## src/rtl/pie_encoder.sv

```systemverilog
// PIE downlink encoder: serialises a command bit stream into the reader-to-tag
// baseband envelope, prefixed with a preamble or frame-sync.
module pie_encoder #(
  parameter int COUNT_WIDTH = 15,
  parameter int TARI        = 25,
  parameter int DATA1       = 50,
  parameter int PW          = 12,
  parameter int DELIM       = 12,
  parameter int TRCAL       = 200
) (
  input  logic clk,
  input  logic rst,
  input  logic start,
  input  logic preamble_sel,
  input  logic in_dat,
  input  logic in_vld,
  input  logic in_last,
  output logic in_rdy,
  output logic out_dat,
  output logic busy,
  output logic done,
  output logic underrun
);

  localparam int RTCAL = TARI + DATA1;

  localparam logic [COUNT_WIDTH-1:0] LEN_DELIM = COUNT_WIDTH'(DELIM);
  localparam logic [COUNT_WIDTH-1:0] LEN_TARI  = COUNT_WIDTH'(TARI);
  localparam logic [COUNT_WIDTH-1:0] LEN_DATA1 = COUNT_WIDTH'(DATA1);
  localparam logic [COUNT_WIDTH-1:0] LEN_RTCAL = COUNT_WIDTH'(RTCAL);
  localparam logic [COUNT_WIDTH-1:0] LEN_TRCAL = COUNT_WIDTH'(TRCAL);
  localparam logic [COUNT_WIDTH-1:0] LEN_PW    = COUNT_WIDTH'(PW);
  localparam logic [COUNT_WIDTH-1:0] CNT_ONE   = COUNT_WIDTH'(1);

  typedef enum logic [2:0] {
    S_IDLE, S_DELIM, S_DATA0, S_RTCAL, S_TRCAL, S_BITS
  } state_t;

  state_t                 state_q, state_d;
  logic [COUNT_WIDTH-1:0] cnt_q, cnt_d;
  logic                   pre_q, pre_d;
  logic                   buf_vld_q, buf_vld_d;
  logic                   buf_dat_q, buf_dat_d;
  logic                   buf_last_q, buf_last_d;
  logic                   cur_last_q, cur_last_d;
  logic                   done_q, done_d;
  logic                   underrun_q, underrun_d;

  logic bound;
  logic enter_bit;

  always_ff @(posedge clk or posedge rst) begin
    if (rst) begin
      state_q    <= S_IDLE;
      cnt_q      <= '0;
      pre_q      <= 1'b0;
      buf_vld_q  <= 1'b0;
      buf_dat_q  <= 1'b0;
      buf_last_q <= 1'b0;
      cur_last_q <= 1'b0;
      done_q     <= 1'b0;
      underrun_q <= 1'b0;
    end else begin
      state_q    <= state_d;
      cnt_q      <= cnt_d;
      pre_q      <= pre_d;
      buf_vld_q  <= buf_vld_d;
      buf_dat_q  <= buf_dat_d;
      buf_last_q <= buf_last_d;
      cur_last_q <= cur_last_d;
      done_q     <= done_d;
      underrun_q <= underrun_d;
    end
  end

  always_comb begin
    state_d    = state_q;
    cnt_d      = cnt_q;
    pre_d      = pre_q;
    buf_vld_d  = buf_vld_q;
    buf_dat_d  = buf_dat_q;
    buf_last_d = buf_last_q;
    cur_last_d = cur_last_q;
    done_d     = 1'b0;
    underrun_d = 1'b0;
    enter_bit  = 1'b0;
    bound      = (cnt_q == CNT_ONE);

    if (in_vld && in_rdy) begin
      buf_vld_d  = 1'b1;
      buf_dat_d  = in_dat;
      buf_last_d = in_last;
    end

    if (state_q != S_IDLE) begin
      cnt_d = cnt_q - CNT_ONE;
    end

    case (state_q)
      S_IDLE: begin
        if (start) begin
          state_d = S_DELIM;
          cnt_d   = LEN_DELIM;
          pre_d   = preamble_sel;
        end
      end
      S_DELIM: if (bound) begin
        state_d = S_DATA0;
        cnt_d   = LEN_TARI;
      end
      S_DATA0: if (bound) begin
        state_d = S_RTCAL;
        cnt_d   = LEN_RTCAL;
      end
      S_RTCAL: if (bound) begin
        if (pre_q) begin
          state_d = S_TRCAL;
          cnt_d   = LEN_TRCAL;
        end else begin
          enter_bit = 1'b1;
        end
      end
      S_TRCAL: if (bound) enter_bit = 1'b1;
      S_BITS: if (bound) begin
        if (cur_last_q) begin
          state_d   = S_IDLE;
          done_d    = 1'b1;
          buf_vld_d = 1'b0;
        end else begin
          enter_bit = 1'b1;
        end
      end
      default: state_d = S_IDLE;
    endcase

    // An empty buffer at a bit-symbol entry aborts the frame.
    if (enter_bit) begin
      if (buf_vld_q) begin
        state_d    = S_BITS;
        cur_last_d = buf_last_q;
        buf_vld_d  = 1'b0;
        cnt_d      = buf_dat_q ? LEN_DATA1 : LEN_TARI;
      end else begin
        state_d    = S_IDLE;
        underrun_d = 1'b1;
        buf_vld_d  = 1'b0;
      end
    end
  end

  always_comb begin
    busy     = (state_q != S_IDLE);
    in_rdy   = busy && !buf_vld_q;
    out_dat  = (state_q == S_IDLE) || ((state_q != S_DELIM) && (cnt_q > LEN_PW));
    done     = done_q;
    underrun = underrun_q;
  end

endmodule

```

## config.mk

```make
export PLATFORM = sky130hd
export DESIGN_NAME = pie_encoder
export DESIGN_NICKNAME = d
export VERILOG_FILES = /design/src/rtl/pie_encoder.sv
export SDC_FILE = /design/constraint.sdc
export NUM_CORES = 1
export LEC_CHECK = 0
export ABC_CLOCK_PERIOD_IN_PS = 2600
export CORE_MARGIN = 5
export CORE_UTILIZATION = 53
export DETAILED_ROUTE_END_ITERATION = 10
export GPL_TIMING_DRIVEN = 1
export PLACE_DENSITY = 0.71
export RECOVER_POWER = 100
export SKIP_CTS_REPAIR_TIMING = 1
export SLEW_MARGIN = 15
export SYNTH_ARGS = -nofsm -noshare
export SYNTH_HDL_FRONTEND = slang
export SYNTH_SLANG_ARGS = --single-unit
```

## constraint.sdc

```tcl
create_clock -name clk -period 2.6 [get_ports clk]
set_input_delay 0.52 -clock clk [delete_from_list [all_inputs] [get_ports clk]]
set_output_delay 0.52 -clock clk [all_outputs]
set_load 0.005 [all_outputs]
```

==> impl_metrics.ini, run 1 <==
[route]
route.vias.total = 1501
drt_iter0_markers = 116
wl_per_cell_um = 16.5
ant_nets = 0
via_per_inst = 5.96
drcViolationCount = 0
wl_um = 4160
drt-pass1-iter-count = 4

[global_route]
grt_overflow_total = 0
track_usage = 0.211
grt_max_degree = 26
busiest_layer = met2
use_met2 = 0.347
use_met3 = 0.0425
antenna_found_initial = 0
grt_pass1_wl_um = 7090
grt_pass1_vias = 1498
grt_util_met1 = 0.275

[die]
ios = 12
die_w_um = 66.3
die-area_um2 = 4390
coreArea_um2 = 3050
rows = 20
initial_core_util = 0.550
chipHeight_um = 66.3

[power]
p_clk_frac = 0.301
p_total_mw = 0.597
switching_share = 0.226
ir_drop_mv = 0.243
p_per_area_nw_per_um2 = 310
internal-power_mw = 0.462
p_seq_frac = 0.663
switching_power_mw = 0.135
comb_power_share = 0.035
p_leak_nw = 0.827

[logic_synthesis]
netlist_area_um2 = 1680
synthArstFlopShare = 1.00
synth_edf_count = 0
synthCells = 186
synth.area.top_cells = dfrtp_1 (37%), a21oi_1 (6.0%), xor2_1 (5.2%)
synth_top_area_frac = 0.373
synth.avg_cell_area_um2 = 9.02
ys_warn_count = 0
synthFlopType = dfrtp_1
yosysSeqAreaShare = 0.373
synth_area_leader_cell = dfrtp_1
ys_ff_latch = 25
ys_types = 46
syn_nets = 195

[timing]
fin_skew_ns = 0.00464
whs_ns = 0.526
finalCritPeriodShare = 0.947
final.setup.tns_ns = 0
setup_ws_ns = 0.138
slew_viol_final = 0
hold_viol = 0
worstMarginPinSlew_ns = 1.35
rsz0062_at_grt = no
setup-violations-final = 0
period_needed_ns = 2.46
slew_headroom = 0.0974
fmax_mhz = 406

[worst_hold_path]
hp-start = buf_last_q
hold_path_class = reg2reg
hold_depth = 1
holdPathEnd = buf_last_q

[clock_network]
clock-sinks = 25
clkTransAtPathRegs_ns = 0.14
htree_levels = 1
clk_latency_ns = 0.32
cts_root_buffer = clkbuf_4
cts_made_buffers = 3
ctsLongestPathBuffers = 2
cts_tree = yes

[setup_path]
arrival_ns = 1.94
endpoint_kind = output pin
r2r_slack_ns = 0.17
critPathRequiredTime_ns = 2.08
max_stage_delay_ns = 0.55
cpMaxStageDelayCell = or4_4
path_buf_inv = 1
crit_type = reg2out
path_cells = or4_4 > nor4b_2 > and3_1 > a21oi_1 > dlymetal6s2s_1
cp_max_fo = 2
reg2regPathDepth = 7
path_delay_family = simple AND/OR/NAND/NOR gates
startpoint_type = flip-flop
r2r-end = cnt_q[0]
reg2reg_from = cnt_q[1]

[run]
drv_cap = 0

[placed_design]
place_congestion = 0.902
port_buffers = 11
dp_hpwl_um = 3160
dp_slack_ns = 0.0636

[final_layout]
finish.utilization = 0.631
diodes = 0
area_delta_synth_final_pct = 14.8
final_nets = 218
drive_above_1_share = 0.159

[outcome]
outcome = complete, no violations
[metrics by stage]
| step | area [um^2] | cells |
|---|---|---|
| 2_1_floorplan | 1680 | 186 |
| 3_3_place_gp | 1880 | 244 |
| 3_5_place_dp | 1880 | 244 |
| 4_1_cts | 1910 | 248 |
| 5_1_grt | 1930 | 252 |
| 6_report | 1930 | 252 |
[state kept, by name (all words and copies together) (netlist names)]
signal      count
cur_last_q      1
pre_q           1
underrun        1
state_q         3
done            1
cnt_q          15
buf_dat_q       1
buf_last_q      1
buf_vld_q       1
[layout make-up]
type,count,area (um^2)
multi-input combinational,144,963
inverter,8,30.0
tap,44,55.1
timing repair buffer,27,221
clock inverter,1,7.51
fill,270,1130
clock buffer,3,22.5
sequential,25,626
[Yosys cell counts (3+ instances only)]
cell      number
dfrtp_1       25
nor2_1        23
a21oi_1       20
nand2_1       16
xor2_1        10
inv_1          8
nor2b_1        6
nand2b_1       5
nand3_1        5
nor3_1         5
o21ai_0        5
clkbuf_1       4
mux2_2         4
a211oi_1       3
and3_1         3
[cells in the final DEF (no fill, tap or decap), types with 3 or more instances in the layout]
cell and n:
dfrtp_1 25, nor2_1 23, a21oi_1 20, nand2_1 16, buf_4 13, xor2_1 10
inv_1 8, nor2b_1 6, nor3_1 6, nand3_1 5, nand2b_1 5, o21ai_0 5
clkdlybuf4s50_1 5, dlygate4sd3_1 5, mux2_2 4, and3_1 3, a211oi_1 3, clkbuf_4 3
clkbuf_1 3
[cell families (layout without fill, tap and decap cells)]
logic type               count (synthesis)  count (layout)  share of synthesized area
buffers and inverters                   17              39                     0.0485
AO/OA/AOI/OAI                           42              42                      0.154
adder cells (fa/ha/maj)                  2               2                     0.0149
flip-flops                              25              25                      0.373
XOR/XNOR                                11              11                     0.0574
AND/OR/NAND/NOR                         85              85                      0.325
multiplexers                             4               4                     0.0268
[routing by layer]
layer,part of all wire,vias up
met5,0,-
met1,0.44,733
met4,0.012,0
met3,0.059,8
met2,0.49,55
li1,-,705
[power by group through the flow]
stage               Combinational, mW  Sequential, mW  Clock, mW
floorplan                     0.00933           0.402          0
global placement               0.0225           0.403          0
detailed placement             0.0230           0.403          0
CTS                            0.0230           0.396      0.186
global route                   0.0243           0.397      0.209
finish                         0.0211           0.396      0.180
[how the worst max path moves through the flow]
stage	cells past startpoint	endpoint	slack, ns	from
floorplan	4	out_dat	0.52	cnt_q[6]
global placement	5	out_dat	0.05	cnt_q[6]
detailed placement	5	out_dat	0.06	cnt_q[6]
CTS	5	out_dat	-0.32	cnt_q[6]
global route	5	out_dat	0.05	cnt_q[9]
finish	5	out_dat	0.14	cnt_q[9]
No activity file was read; power rests on OpenSTA's default activity.
==> run 2: changes to the inputs <==
PLACE_DENSITY = 0.78   (was 0.71)
==> run 2 against run 1 <==
- combinational power up 4%
- die area unchanged
- worst setup slack worse by 0.036 ns
- flip-flop and latch count unchanged
- clock skew down 0.00052 ns
==> impl_metrics.ini, run 2 (same netlist as run 1, synthesis figures left out) <==
[placed_design]
port_buffers = 11
dp_slack_ns = 0.0191
place_congestion = 0.986
dp_hpwl_um = 3050
place_area_um2 = 1890

[final_layout]
final_cell_mix = dfrtp_1 (25), nor2_1 (23), a21oi_1 (20), nand2_1 (16), xor2_1 (10)
final_nets = 217
finish.utilization = 0.631
layout_commonest_cell = dfrtp_1
drive_above_1_share = 0.150
reg.largest.list = cnt_q: 15 flops, state_q: 3 flops
area_delta_synth_final_pct = 14.8
largest_reg_flops = 15
diodes = 0
fill_cells = 264
regMostFlops = cnt_q
final_cell_area_um2 = 1930

[power]
p_seq_frac = 0.642
p_per_area_nw_per_um2 = 321
internal-power_mw = 0.466
switching_share = 0.245
p_leak_nw = 0.820
ir_drop_mv = 0.210
p_clk_frac = 0.322
switching_power_mw = 0.152
comb_power_share = 0.035
p_total_mw = 0.618

[run]
drv_cap = 0

[timing]
slew_headroom = 0.0417
fin_skew_ns = 0.00411
rsz0062_at_grt = no
fmax_mhz = 400
hold_viol = 0
worstMarginPinSlew_ns = 1.44
final.setup.tns_ns = 0
period_needed_ns = 2.50
setup_ws_ns = 0.103
setup-violations-final = 0
finalCritPeriodShare = 0.960
slew_viol_final = 0

[setup_path]
crit_start = cnt_q[6]
startpoint_type = flip-flop
crit_type = reg2out
arrival_ns = 1.98
cp_max_fo = 2
reg2reg_from = cnt_q[6]
critPathRequiredTime_ns = 2.08
endpoint_kind = output pin

[die]
die_w_um = 66.3
initial_core_util = 0.550
chipHeight_um = 66.3
die-area_um2 = 4390
coreArea_um2 = 3050
rows = 20
ios = 12

[global_route]
track_usage = 0.208
grt_pass1_wl_um = 6960
antenna_found_initial = 0
grt_overflow_total = 0
grt_max_degree = 26
grt_pass1_vias = 1466

[worst_hold_path]
hp-start = buf_last_q
hold_path_class = reg2reg

[route]
drt_iter0_markers = 172
via_per_inst = 6.17
drcViolationCount = 0
wl_um = 4180
ant_nets = 0
wl_per_cell_um = 16.7
drt-pass1-iter-count = 5
route.vias.total = 1549

[clock_network]
clock-sinks = 25
clkTransAtPathRegs_ns = 0.15
htree_levels = 1
clk_latency_ns = 0.34
cts_made_buffers = 3
ctsLongestPathBuffers = 2
cts_root_buffer = clkbuf_4
cts_tree = yes

[outcome]
outcome = complete, no violations
[run 2: changes by cell type in the layout (fill, tap and decap cells not counted), sizes merged]
| cell | delta |
|---|---|
| inv | +1 |
| clkinvlp | -1 |
| buf | -4 |
| clkbuf | +3 |
[run 2: path summary, 6_finish.rpt]
| check | endpoint | slack, ns | cells past startpoint |
|---|---|---|---|
| max in group asynchronous | cnt_q[13] | 0.69 | 3 |
| hold / removal | buf_last_q | 0.53 | 1 |
| min in group asynchronous | cnt_q[3] | 1.07 | 3 |
| setup reg to reg | cnt_q[3] | 0.25 | 7 |
| hold reg to reg | buf_last_q | 0.53 | 1 |
| setup / recovery | out_dat | 0.10 | 5 |
[run 2: worst max-delay path: stages (launching register included)]
cell	delay, ns
dfrtp_1	0.41
or4_4	0.56
nor4b_4	0.28
and3_1	0.19
a21oi_1	0.04
dlymetal6s2s_1	0.16
[run 2: per-layer routing]
metal  GRT usage  wire [um]  share of wire  vias to the layer above
met5           0          0              0                        -
met4      0.0761         74          0.018                        0
met3      0.0408        361          0.086                       10
met2       0.353       2120           0.51                       95
met1       0.260       1630           0.39                      741
li1            -          -              -                      703
[run 2: power by group through the flow]
stage / clock network, mW / registers [mW] / logic (mW)
2_1_floorplan: 0 / 0.402 / 0.00933
3_3_place_gp: 0 / 0.403 / 0.0226
3_5_place_dp: 0 / 0.404 / 0.0234
4_1_cts: 0.205 / 0.397 / 0.0234
5_1_grt: 0.219 / 0.398 / 0.0239
6_report: 0.199 / 0.397 / 0.0219
[run 2: per-stage QoR]
stage                     instances  hold slack (ns)
final                           251            0.533
after global routing            251            0.571
after CTS                       249            0.502
after detailed placement        245            0.506
after global placement          245            0.487
after floorplan                 186            0.475
[run 2: area by class of cell]
class,instances,area [um^2],area share
Clock inverter,1,8.76,0.00455
Multi-Input combinational cell,144,978,0.508
Clock buffer,3,22.5,0.0117
Tap cell,44,55.1,0.0286
Timing Repair Buffer,26,206,0.107
Sequential cell,25,626,0.325
Inverter,8,30.0,0.0156
==> run 3: changes to the inputs <==
SLEW_MARGIN = 25   (was 15)
==> results of run 3 <==
Final layout, timing and power as in run 2 (identical DEF).
